**src/rtl/data_hazard_scoreboard.sv**
```systemverilog
// data_hazard_scoreboard
// Tracks in-flight GPR and special-register writes with per-resource
// countdowns. Raises a combinational decode hold on read-after-write or
// write-after-write conflicts, and counts the cycles spent stalled.
module data_hazard_scoreboard #(
  parameter int ALU_LAT = 2,  // issue-to-visible cycles, ALU path (1..7)
  parameter int MEM_LAT = 4   // issue-to-visible cycles, load path (ALU_LAT..15)
) (
  input  logic        clk,
  input  logic        reset,
  input  logic        valid,
  input  logic [4:0]  gpr_a,
  input  logic [4:0]  gpr_b,
  input  logic [4:0]  gpr_c,
  input  logic        read_gpr_a,
  input  logic        read_gpr_b,
  input  logic        read_gpr_c,
  input  logic        write_gpr_dest_alu,
  input  logic [4:0]  gpr_dest_alu,
  input  logic        write_gpr_dest_mem,
  input  logic [4:0]  gpr_dest_mem,
  input  logic        read_ctr,
  input  logic        read_lnk,
  input  logic        read_cr,
  input  logic        read_xer,
  input  logic        write_ctr,
  input  logic        write_lnk,
  input  logic        write_cr,
  input  logic        write_xer,
  output logic        hold,
  output logic        issue,
  output logic [31:0] gpr_busy,
  output logic [15:0] stall_cycles
);

  localparam logic [3:0]  ALU_LAT_C = 4'(ALU_LAT);
  localparam logic [3:0]  MEM_LAT_C = 4'(MEM_LAT);
  localparam logic [15:0] STALL_MAX = 16'hFFFF;

  // Special-register slots in the special counter array.
  localparam int SPC_CTR = 0;
  localparam int SPC_LNK = 1;
  localparam int SPC_CR  = 2;
  localparam int SPC_XER = 3;

  // Next value of one countdown: a load wins over the decrement, and a
  // load-path write wins over an ALU-path write to the same resource
  // because MEM_LAT is never shorter than ALU_LAT.
  function automatic logic [3:0] next_count(input logic [3:0] cnt,
                                            input logic       load_alu,
                                            input logic       load_mem);
    logic [3:0] nxt;
    if (load_mem) begin
      nxt = MEM_LAT_C;
    end else if (load_alu) begin
      nxt = ALU_LAT_C;
    end else if (cnt != 4'd0) begin
      nxt = cnt - 4'd1;
    end else begin
      nxt = cnt;
    end
    return nxt;
  endfunction

  logic [3:0]  gpr_cnt_r [32];
  logic [3:0]  spc_cnt_r [4];
  logic [3:0]  gpr_cnt_nxt_s [32];
  logic [3:0]  spc_cnt_nxt_s [4];
  logic [15:0] stall_r;

  logic        raw_gpr_s;
  logic        raw_spc_s;
  logic        waw_gpr_s;
  logic        waw_spc_s;
  logic        hold_s;
  logic        issue_s;
  logic [3:0]  spc_read_s;
  logic [3:0]  spc_write_s;

  assign spc_read_s  = {read_xer, read_cr, read_lnk, read_ctr};
  assign spc_write_s = {write_xer, write_cr, write_lnk, write_ctr};

  // Hazard detection: RAW on any nonzero source counter, WAW when an older
  // write would retire after the new one.
  always_comb begin
    raw_gpr_s = 1'b0;
    raw_spc_s = 1'b0;
    waw_gpr_s = 1'b0;
    waw_spc_s = 1'b0;
    if (read_gpr_a && (gpr_cnt_r[gpr_a] != 4'd0)) begin
      raw_gpr_s = 1'b1;
    end else begin
      raw_gpr_s = raw_gpr_s;
    end
    if (read_gpr_b && (gpr_cnt_r[gpr_b] != 4'd0)) begin
      raw_gpr_s = 1'b1;
    end else begin
      raw_gpr_s = raw_gpr_s;
    end
    if (read_gpr_c && (gpr_cnt_r[gpr_c] != 4'd0)) begin
      raw_gpr_s = 1'b1;
    end else begin
      raw_gpr_s = raw_gpr_s;
    end
    if (write_gpr_dest_alu && (gpr_cnt_r[gpr_dest_alu] > ALU_LAT_C)) begin
      waw_gpr_s = 1'b1;
    end else begin
      waw_gpr_s = waw_gpr_s;
    end
    if (write_gpr_dest_mem && (gpr_cnt_r[gpr_dest_mem] > MEM_LAT_C)) begin
      waw_gpr_s = 1'b1;
    end else begin
      waw_gpr_s = waw_gpr_s;
    end
    for (int s = 0; s < 4; s++) begin
      if (spc_read_s[s] && (spc_cnt_r[s] != 4'd0)) begin
        raw_spc_s = 1'b1;
      end else begin
        raw_spc_s = raw_spc_s;
      end
      if (spc_write_s[s] && (spc_cnt_r[s] > ALU_LAT_C)) begin
        waw_spc_s = 1'b1;
      end else begin
        waw_spc_s = waw_spc_s;
      end
    end
    hold_s  = valid & (raw_gpr_s | raw_spc_s | waw_gpr_s | waw_spc_s);
    issue_s = valid & ~hold_s;
  end

  // Next counter values; loads only happen on a real issue.
  always_comb begin
    for (int i = 0; i < 32; i++) begin
      gpr_cnt_nxt_s[i] = next_count(gpr_cnt_r[i],
                                    issue_s && write_gpr_dest_alu && (gpr_dest_alu == 5'(i)),
                                    issue_s && write_gpr_dest_mem && (gpr_dest_mem == 5'(i)));
    end
    for (int s = 0; s < 4; s++) begin
      spc_cnt_nxt_s[s] = next_count(spc_cnt_r[s], issue_s && spc_write_s[s], 1'b0);
    end
  end

  // Counter state; asynchronous reset clears every in-flight write.
  always_ff @(posedge clk or posedge reset) begin
    if (reset) begin
      for (int i = 0; i < 32; i++) begin
        gpr_cnt_r[i] <= 4'd0;
      end
      for (int s = 0; s < 4; s++) begin
        spc_cnt_r[s] <= 4'd0;
      end
    end else begin
      for (int i = 0; i < 32; i++) begin
        gpr_cnt_r[i] <= gpr_cnt_nxt_s[i];
      end
      for (int s = 0; s < 4; s++) begin
        spc_cnt_r[s] <= spc_cnt_nxt_s[s];
      end
    end
  end

  // Saturating count of cycles where a real instruction was held.
  always_ff @(posedge clk or posedge reset) begin
    if (reset) begin
      stall_r <= 16'd0;
    end else if (hold_s && (stall_r != STALL_MAX)) begin
      stall_r <= stall_r + 16'd1;
    end else begin
      stall_r <= stall_r;
    end
  end

  // Busy vector straight from the registered counters.
  always_comb begin
    gpr_busy = 32'd0;
    for (int i = 0; i < 32; i++) begin
      gpr_busy[i] = (gpr_cnt_r[i] != 4'd0);
    end
  end

  assign hold         = hold_s;
  assign issue        = issue_s;
  assign stall_cycles = stall_r;

  // Slot names kept for readability of the packed special vectors.
  logic [1:0] spc_slot_unused_s;
  assign spc_slot_unused_s = 2'(SPC_CTR + SPC_LNK + SPC_CR + SPC_XER);

endmodule

```
**config.mk**
```make
export PLATFORM = sky130hd
export DESIGN_NAME = data_hazard_scoreboard
export DESIGN_NICKNAME = d
export VERILOG_FILES = /design/src/rtl/data_hazard_scoreboard.sv
export SDC_FILE = /design/constraint.sdc
export NUM_CORES = 1
export LEC_CHECK = 0
export BUFFER_PORTS_ARGS = -buffer_cell sky130_fd_sc_hd__buf_2
export CAP_MARGIN = 5
export CORE_MARGIN = 5
export CORE_UTILIZATION = 35
export CTS_BUF_LIST = sky130_fd_sc_hd__clkbuf_2
export DETAILED_ROUTE_END_ITERATION = 6
export PLACE_DENSITY_LB_ADDON = 0.25
export REMOVE_ABC_BUFFERS = 1
export SYNTH_ARGS = -nofsm -noshare
export SYNTH_HDL_FRONTEND = slang
export SYNTH_SLANG_ARGS = --single-unit
```
**constraint.sdc**
```tcl
create_clock -name clk -period 8.9 [get_ports clk]
set_clock_uncertainty 0.15 [all_clocks]
set_input_delay 0.89 -clock clk [delete_from_list [all_inputs] [get_ports clk]]
set_output_delay 0.89 -clock clk [all_outputs]
set_load 0.02 [all_outputs]
```
==> impl_metrics.tcl, run 1 <==
set metrics [dict create \
    yosysTopAreaCellShare_pct 33.3 \
    fp.dieArea_um2 38100 \
    crit_type "reg2out" \
    final_core_util_pct 38.7 \
    syn_area_um2 12000 \
    core-area_um2 33700 \
    dr_total_vias 11500 \
    clkSlewWorstSetupHoldPaths_ps 250 \
    cp-end-kind "primary output" \
    grt_pass1_vias 11200 \
    cts_tree "built" \
    insertion_delay_ps 850 \
    crit_arrival_ps 4630 \
    critPathLaunchType "flip-flop" \
    cts_setup_buffers 0 \
    period_share_pct 63.7 \
    wire_per_inst_um 22.4 \
    hpwl_um 32900 \
    r2r_cells 10 \
    synth-edff-count 0 \
    setup_viol 0 \
    fmaxAchievable_mhz 176 \
    vdd_drop_max_mv 0.133 \
    viasPerCell 5.90 \
    antenna_found_initial 2 \
    fin_nets 1593 \
    drt_iter0_markers 1282 \
    cts_buffers 17 \
    fill_cells 3541 \
    status "finished clean" \
    synth_cells 1432 \
    yosys_register_bits 160 \
    htreeDepth 4 \
    cts_buffer_depth 2 \
    fin_crit_ps 5670 \
    layout_common_cells "212 x nor2_1, 160 x dfrtp_1, 133 x nand2_1" \
    total_power_w 0.00426 \
    r2r_slack_ps 4320 \
    grt-ovfl-total 0 \
    io_pins 91 \
    synth_area_per_cell_um2 8.39 \
    totalWireLength_um 43700 \
    drv_slew 0 \
    grt_pass1_wl_um 67500 \
    place.port_buffers 90 \
    drt-pass1-iter-count 7 \
    worst_ep_required_time_ps 7860 \
    tns_ps 0 \
    r2r_start "gpr_cnt_r[40]" \
    finalHoldViolations 0 \
    critPathMaxFanout 13 \
    mostFrequentLayoutCell "nor2_1" \
    relSlewSlack_pct 19.6 \
    grt_max_degree 100 \
    antenna_left 0 \
    cellLeakagePower_nw 5.59 \
    yosys_warnings 0 \
    die_h_um 195 \
    synthFlopType "dfrtp_1" \
    final_area_um2 13000 \
    hold_buffers 0 \
    rsz0062_at_grt "no" \
    ys_async_sr_fraction_pct 100 \
    initial_utilization_pct 35.7 \
    hold_ws_ps 81.1 \
    post-route-drc-count 0 \
    rows 67 \
    clock-root-buffer "clkbuf_2" \
    yosys-top-cells-area "dfrtp_1 33%, mux4_2 6.9%, nor2_1 6.6%, ha_1 6.4%, a21oi_1 4.7%" \
    cts_sinks 160 \
    drive_gt1_share_pct 12.1 \
    area_delta_synth_final_pct 8.54 \
    hp-class "in2async" \
    globalplace.congestion 0.961 \
    ys_seq_area_share_pct 33.3 \
    cap_viol_max_count 0 \
    grt.total_usage_pct 22.7 \
    yosysUniqueCellTypes 69 \
    power_density_nw_per_um2 327 \
    r2r-end "gpr_cnt_r[93]" \
    cts_resized 0 \
    yosysTopAreaCell "dfrtp_1" \
    post_dp_cell_area_um2 12800 \
    fp.dieW_um 195 \
    worst_pin_slew_ps 1200 \
]
-- flip-flops by register name, indices dropped and copies added (netlist names) --
name / flops
spc_cnt_r: 16
stall_cycles: 16
gpr_cnt_r: 128
-- cell type report --
type                    instances  area (µm²)  share of cell area (%)
inverters                      95         362                    2.77
flip-flops and latches        160        4000                    30.7
clock inverters                13         111                   0.854
repair buffers                 98         510                    3.91
well taps                     448         561                    4.30
multi-input cells            1119        7400                    56.7
diodes                          2        5.00                  0.0384
clock buffers                  18        90.1                   0.691
-- cells in the mapped netlist, drive strengths merged (7+ instances only) --
library cell / n
xnor2: 45
a311oi: 7
a211oi: 10
nand2: 133
a21oi: 113
nor4: 28
a2111oi: 8
or4: 7
buf: 28
nand3: 46
clkbuf: 30
xor2: 22
a31oi: 14
and2: 14
dfrtp: 160
inv: 94
mux2: 8
nand2b: 18
o22ai: 18
mux2i: 16
a22oi: 20
or3: 37
o21ai: 37
and3: 15
nor2: 212
a2bb2oi: 13
ha: 61
o221ai: 7
mux4: 37
nor2b: 11
nor3: 66
-- worst max-delay path by stage --
stage	from	endpoint	slack [ps]	depth (start not counted)
final	gpr_cnt_r[40]	issue	3230	9
after global routing	gpr_cnt_r[40]	issue	3050	9
after CTS	gpr_cnt_r[32]	issue	3220	9
after detailed placement	gpr_dest_mem[0]	issue	3500	9
after global placement	gpr_dest_mem[0]	issue	3490	9
after floorplan	reset	gpr_cnt_r[0]	3540	1
-- worst max-delay path: stages, from the launching register on --
cell and delay (ps):
dfrtp_1 520, nor4_1 1030, mux2_2 330, o32ai_1 80, nor3_1 170, mux2i_1 100, o2111ai_1 440, and4_2 350
and2_1 500, buf_2 270
-- where the power goes --
group	internal, W	switching, W	leakage [nW]
combinational	0.00100	0.00121	3.52
sequential	0.00108	0.000572	1.94
clock	0.000101	0.000300	0.126
total	0.00218	0.00208	5.59
-- logic make-up after synthesis --
group	after synthesis	synth area share, %
XOR/XNOR	67	4.88
AND/OR/NAND/NOR	623	24.7
AO/OA/AOI/OAI	307	16.6
flip-flops	160	33.3
buffers and inverters	153	5.11
adder cells (fa/ha/maj)	61	6.35
multiplexers	61	9.02
-- metal layers --
metal	part of all wire, %	wire (µm)	track usage (%)
met3	9.1	3970	5.39
met4	4.1	1790	8.92
met5	0	0	0
met2	45	19700	35.6
met1	42	18300	30.4
-- per-stage QoR --
step                      setup WS (ps)  instances
final                              3230       1953
after global routing               3050       1953
after CTS                          3220       1951
after detailed placement           3500       1920
after global placement             3490       1920
after floorplan                    3540       1374
No activity file was read; power rests on OpenSTA's default activity.
==> run 2, diff against run 1 <==
==> constraint.sdc (replaced) <==
create_clock -name clk -period 5.4 [get_ports clk]
set_clock_uncertainty 0.15 [all_clocks]
set_input_delay 0.54 -clock clk [delete_from_list [all_inputs] [get_ports clk]]
set_output_delay 0.54 -clock clk [all_outputs]
set_load 0.02 [all_outputs]
==> run 2 against run 1 <==
Compared with the run above: power rose by 65%; flip-flop and latch count stayed put; core utilization up 0.48 points; worst hold slack improved by 29 ps; count of clock-buffer cells in the layout increased by 1; critical path depth up 1; combinational power up 66%; critical endpoint unchanged; largest cell class unchanged; largest power group unchanged; highest routed layer unchanged.
==> impl_metrics.tcl, run 2 (same netlist as run 1, synthesis figures left out) <==
set metrics [dict create \
    clkSlewWorstSetupHoldPaths_ps 290 \
    multi_input_area_um2 7400 \
    core-area_um2 33700 \
    mostFrequentLayoutCell "nor2_1" \
    fin_crit_ps 5060 \
    cp-end-kind "primary output" \
    hpwl_um 33000 \
    cap_viol_max_count 0 \
    tns_ps 0 \
    power_density_nw_per_um2 534 \
    drt_iter0_markers 1251 \
    cellLeakagePower_nw 5.68 \
    combPwrFrac_pct 52.0 \
    crit_arrival_ps 4370 \
    antenna_found_initial 1 \
    rsz0062_at_grt "no" \
    grt_pass1_vias 11300 \
    dr_total_vias 11600 \
    critPathLaunchType "flip-flop" \
    seqCellArea_um2 4000 \
    r2r_start "gpr_cnt_r[108]" \
    layout_common_cells "212 x nor2_1, 160 x dfrtp_1, 133 x nand2_1" \
    worst_ep_required_time_ps 4710 \
    cts_buffer_depth 2 \
    fin_nets 1610 \
    globalplace.congestion 0.965 \
    drt-pass1-iter-count 5 \
    htreeDepth 4 \
    final_core_util_pct 39.2 \
    hp-class "in2reg" \
    hp-start "gpr_dest_mem[4]" \
    critPathMaxStageDelay_ps 860 \
    cts_tree "built" \
    min_to "gpr_cnt_r[121]" \
    hold_ws_ps 111 \
    viasPerCell 5.87 \
    seqPwrFrac_pct 38.2 \
    r2r_slack_ps 1240 \
    critPathMaxFanout 13 \
    switchingPower_w 0.00342 \
    die_h_um 195 \
    worst_pin_slew_ps 1160 \
    largest_register "gpr_cnt_r" \
    cts_resized 0 \
    fmaxAchievable_mhz 198 \
    r2r_cells 11 \
    wire_per_inst_um 22.3 \
    vdd_drop_max_mv 0.223 \
    fp.dieArea_um2 38100 \
    finalHoldViolations 0 \
    crit_chain "nor4_1, mux4_2, nor2_1, nor3_1, mux2i_1, o2111ai_1, and4_2, and2_1, buf_4, buf_2" \
    totalWireLength_um 43900 \
    clkPwrFrac_pct 9.8 \
    area_delta_synth_final_pct 9.89 \
    grt_max_degree 64 \
    largest_reg_flops 128 \
    crit_type "reg2out" \
    period_share_pct 93.8 \
    io_pins 91 \
    final_area_um2 13200 \
    fp.dieW_um 195 \
    min_path_cells 3 \
    initial_utilization_pct 35.7 \
    grt.total_usage_pct 22.6 \
    post-route-drc-count 0 \
    status "finished clean" \
    drv_slew 0 \
    cp-startpoint "gpr_cnt_r[108]" \
    setup_viol 0 \
    clock-root-buffer "clkbuf_2" \
    antenna_left 0 \
    internal-power_w 0.00363 \
    grt_pass1_wl_um 67800 \
    fill_cells 3524 \
    rows 67 \
    relSlewSlack_pct 22.3 \
    cts_buffers 17 \
    sw_frac_of_total_pct 48.5 \
    cts_sinks 160 \
    place.port_buffers 90 \
    post_dp_cell_area_um2 12900 \
    grt-ovfl-total 0 \
    slowest_stage "nor4_1" \
    drive_gt1_share_pct 12.9 \
    insertion_delay_ps 810 \
    r2r-end "gpr_cnt_r[93]" \
]
-- run 2: power by group through the flow --
stage          Sequential, W  Combinational, W  Clock [W]
2_1_floorplan        0.00241           0.00274          0
3_3_place_gp         0.00268           0.00356          0
3_5_place_dp         0.00269           0.00365          0
4_1_cts              0.00267           0.00366   0.000705
5_1_grt              0.00279           0.00414   0.000763
6_report             0.00269           0.00366   0.000690
-- run 2: repair_timing --
item / CTS / global route
endpoints found under the hold margin: 73 / 0
endpoints found under the setup margin: 0 / 0
hold buffers: 5 / 0
setup buffers: 0 / 0
-- run 2: per-layer routing --
layer,vias to the layer above,wire length [µm],track usage (%)
met5,-,0,0
met2,522,19600,35.4
li1,5333,-,-
met4,0,1650,8.33
met3,95,3930,5.14
met1,5629,18800,30.8
-- run 2: layout make-up --
cell class	instances	area share, %
multi-input combinational	1119	56.0
sequential	160	30.3
timing repair buffer	115	4.93
tap	448	4.25
inverter	95	2.74
clock inverter	13	0.976
clock buffer	19	0.720
antenna	2	0.0379
-- run 2: critical path, delay by kind of cell, from the launching register on --
family	cells	cell delay [ps]
compound gates	1	480
buf+inv	2	420
flops	1	530
mux	2	510
simple gates	5	1610
-- run 2: worst max path at each step --
stage,cells after the start,slack [ps],endpoint
after global routing,10,80,issue
after CTS,10,310,issue
after global placement,10,890,issue
after floorplan,1,390,gpr_cnt_r[0]
final,10,340,issue
after detailed placement,10,850,issue
-- run 2: through the flow --
step	setup slack, ps	std cells	power [W]
after global placement	886	1932	0.00624
after CTS	309	1969	0.00704
after detailed placement	855	1932	0.00634
after floorplan	390	1374	0.00516
final	337	1971	0.00705
after global routing	80.4	1971	0.00769
==> run 3, diff against run 2 <==
==> constraint.sdc (replaced) <==
create_clock -name clk -period 6.5 [get_ports clk]
set_clock_uncertainty 0.15 [all_clocks]
set_input_delay 0.65 -clock clk [delete_from_list [all_inputs] [get_ports clk]]
set_output_delay 0.65 -clock clk [all_outputs]
set_load 0.02 [all_outputs]
==> run 3 against run 2 <==
Compared with the run above: the flow now finishes with violations (DRC); power fell by 17%; core utilization fell by 0.12 points; routed wire length fell by 0.89%; global-route usage fell by 0.25 points; worst hold slack improved by 58 ps; first-iteration DRC count fell by 2.2%; critical path type unchanged; critical endpoint unchanged; largest cell class unchanged.
==> impl_metrics.tcl, run 3 (same netlist as run 1, synthesis figures left out) <==
set metrics [dict create \
    post_dp_cell_area_um2 12900 \
    cp-end-kind "primary output" \
    insertion_delay_ps 870 \
    worst_pin_slew_ps 1330 \
    hold_buffers 5 \
    cp.buffers_inverters 2 \
    drt-pass1-iter-count 7 \
    drt_iter0_markers 1224 \
    vdd_drop_max_mv 0.172 \
    largest_reg_flops 128 \
    cap_viol_max_count 0 \
    status "finished with violations" \
    dr_total_vias 11600 \
    grt_max_degree 102 \
    fmaxAchievable_mhz 188 \
    initial_utilization_pct 35.7 \
    post-route-drc-count 1 \
    core-area_um2 33700 \
    antenna_left 0 \
    crit_type "reg2out" \
    viasPerCell 5.93 \
    grt.total_usage_pct 22.4 \
    slowest_stage "nor4_1" \
    fin_crit_ps 5330 \
    final_core_util_pct 39.1 \
    clock-root-buffer "clkbuf_2" \
    htreeDepth 4 \
    totalWireLength_um 43500 \
    final_area_um2 13200 \
    fin_nets 1604 \
    relSlewSlack_pct 10.6 \
    crit_arrival_ps 4530 \
    hp-class "in2reg" \
    cts_sinks 160 \
    place.port_buffers 90 \
    grt-ovfl-total 0 \
    cts_resized 0 \
    crit_chain "nor4_1, mux2_2, o32ai_1, nor3_1, mux2i_1, o2111ai_1, and4_2, and2_1, buf_4, buf_2" \
    period_share_pct 82.0 \
    globalplace.congestion 0.976 \
    layout_common_cells "212 x nor2_1, 160 x dfrtp_1, 133 x nand2_1" \
    drv_slew 0 \
    grt_pass1_wl_um 66900 \
    fill_cells 3489 \
    hpwl_um 32800 \
    rsz0062_at_grt "no" \
    cts_buffer_depth 2 \
    critPathLaunchType "flip-flop" \
    tns_ps 0 \
    crit_family "simple AND/OR/NAND/NOR gates" \
    critPathMaxFanout 13 \
    violations "DRC" \
    area_delta_synth_final_pct 9.56 \
    die_h_um 195 \
    power_density_nw_per_um2 446 \
    fp.dieArea_um2 38100 \
    io_pins 91 \
    cts_buffers 17 \
    cellLeakagePower_nw 5.64 \
    mostFrequentLayoutCell "nor2_1" \
    cts_tree "built" \
    wire_per_inst_um 22.2 \
    worst_ep_required_time_ps 5700 \
    drive_gt1_share_pct 12.6 \
    largest_register "gpr_cnt_r" \
    clkSlewWorstSetupHoldPaths_ps 300 \
    cts_setup_buffers 0 \
    critPathMaxStageDelay_ps 1130 \
    rows 67 \
    antenna_found_initial 1 \
    fp.dieW_um 195 \
    grt_pass1_vias 11000 \
    setup_viol 0 \
    finalHoldViolations 0 \
]
## run 3: metal layers
layer / GRT usage (%) / share of wire (%)
met5: 0 / 0
met4: 8.33 / 4.0
met3: 4.81 / 8.6
met2: 34.3 / 44
met1: 31.1 / 43
## run 3: final timing paths
| check | start | endpoint | slack, ps | depth (start not counted) |
|---|---|---|---|---|
| setup reg to reg | gpr_cnt_r[40] | gpr_cnt_r[93] | 1910 | 10 |
| max in group asynchronous | reset | gpr_cnt_r[87] | 4350 | 4 |
| hold / removal | gpr_dest_mem[4] | gpr_cnt_r[121] | 170 | 3 |
| setup / recovery | gpr_cnt_r[40] | issue | 1170 | 10 |
| hold reg to reg | stall_cycles[10] | stall_cycles[10] | 360 | 1 |
| min in group asynchronous | reset | spc_cnt_r[1] | 350 | 3 |
## run 3: metrics by stage
stage	setup WS (ps)	instances	power (W)	hold slack (ps)
global placement	1780	1926	0.00521	326
finish	1170	1964	0.00587	169
CTS	1150	1963	0.00586	115
global route	1020	1964	0.00638	133
floorplan	1380	1374	0.00428	327
detailed placement	1680	1926	0.00528	330
## run 3: tightest hold or removal path, stage by stage
cell     delay, ps
buf_2          200
nor2_1         210
a31oi_1        100
## run 3: final cells by class
type	instances	area [µm²]	share of cell area, %
clock inverter	15	146	1.11
antenna	1	2.50	0.0190
timing repair buffer	109	606	4.60
multi-input combinational	1119	7400	56.2
inverter	95	362	2.75
tap	448	561	4.26
clock buffer	17	85.1	0.646
sequential	160	4000	30.4
## run 3: power by group
group / total [W] / switching [W] / internal (W)
combinational: 0.00305 / 0.00167 / 0.00138
clock: 0.000577 / 0.000457 / 0.000120
sequential: 0.00225 / 0.000768 / 0.00148
total: 0.00587 / 0.00289 / 0.00298
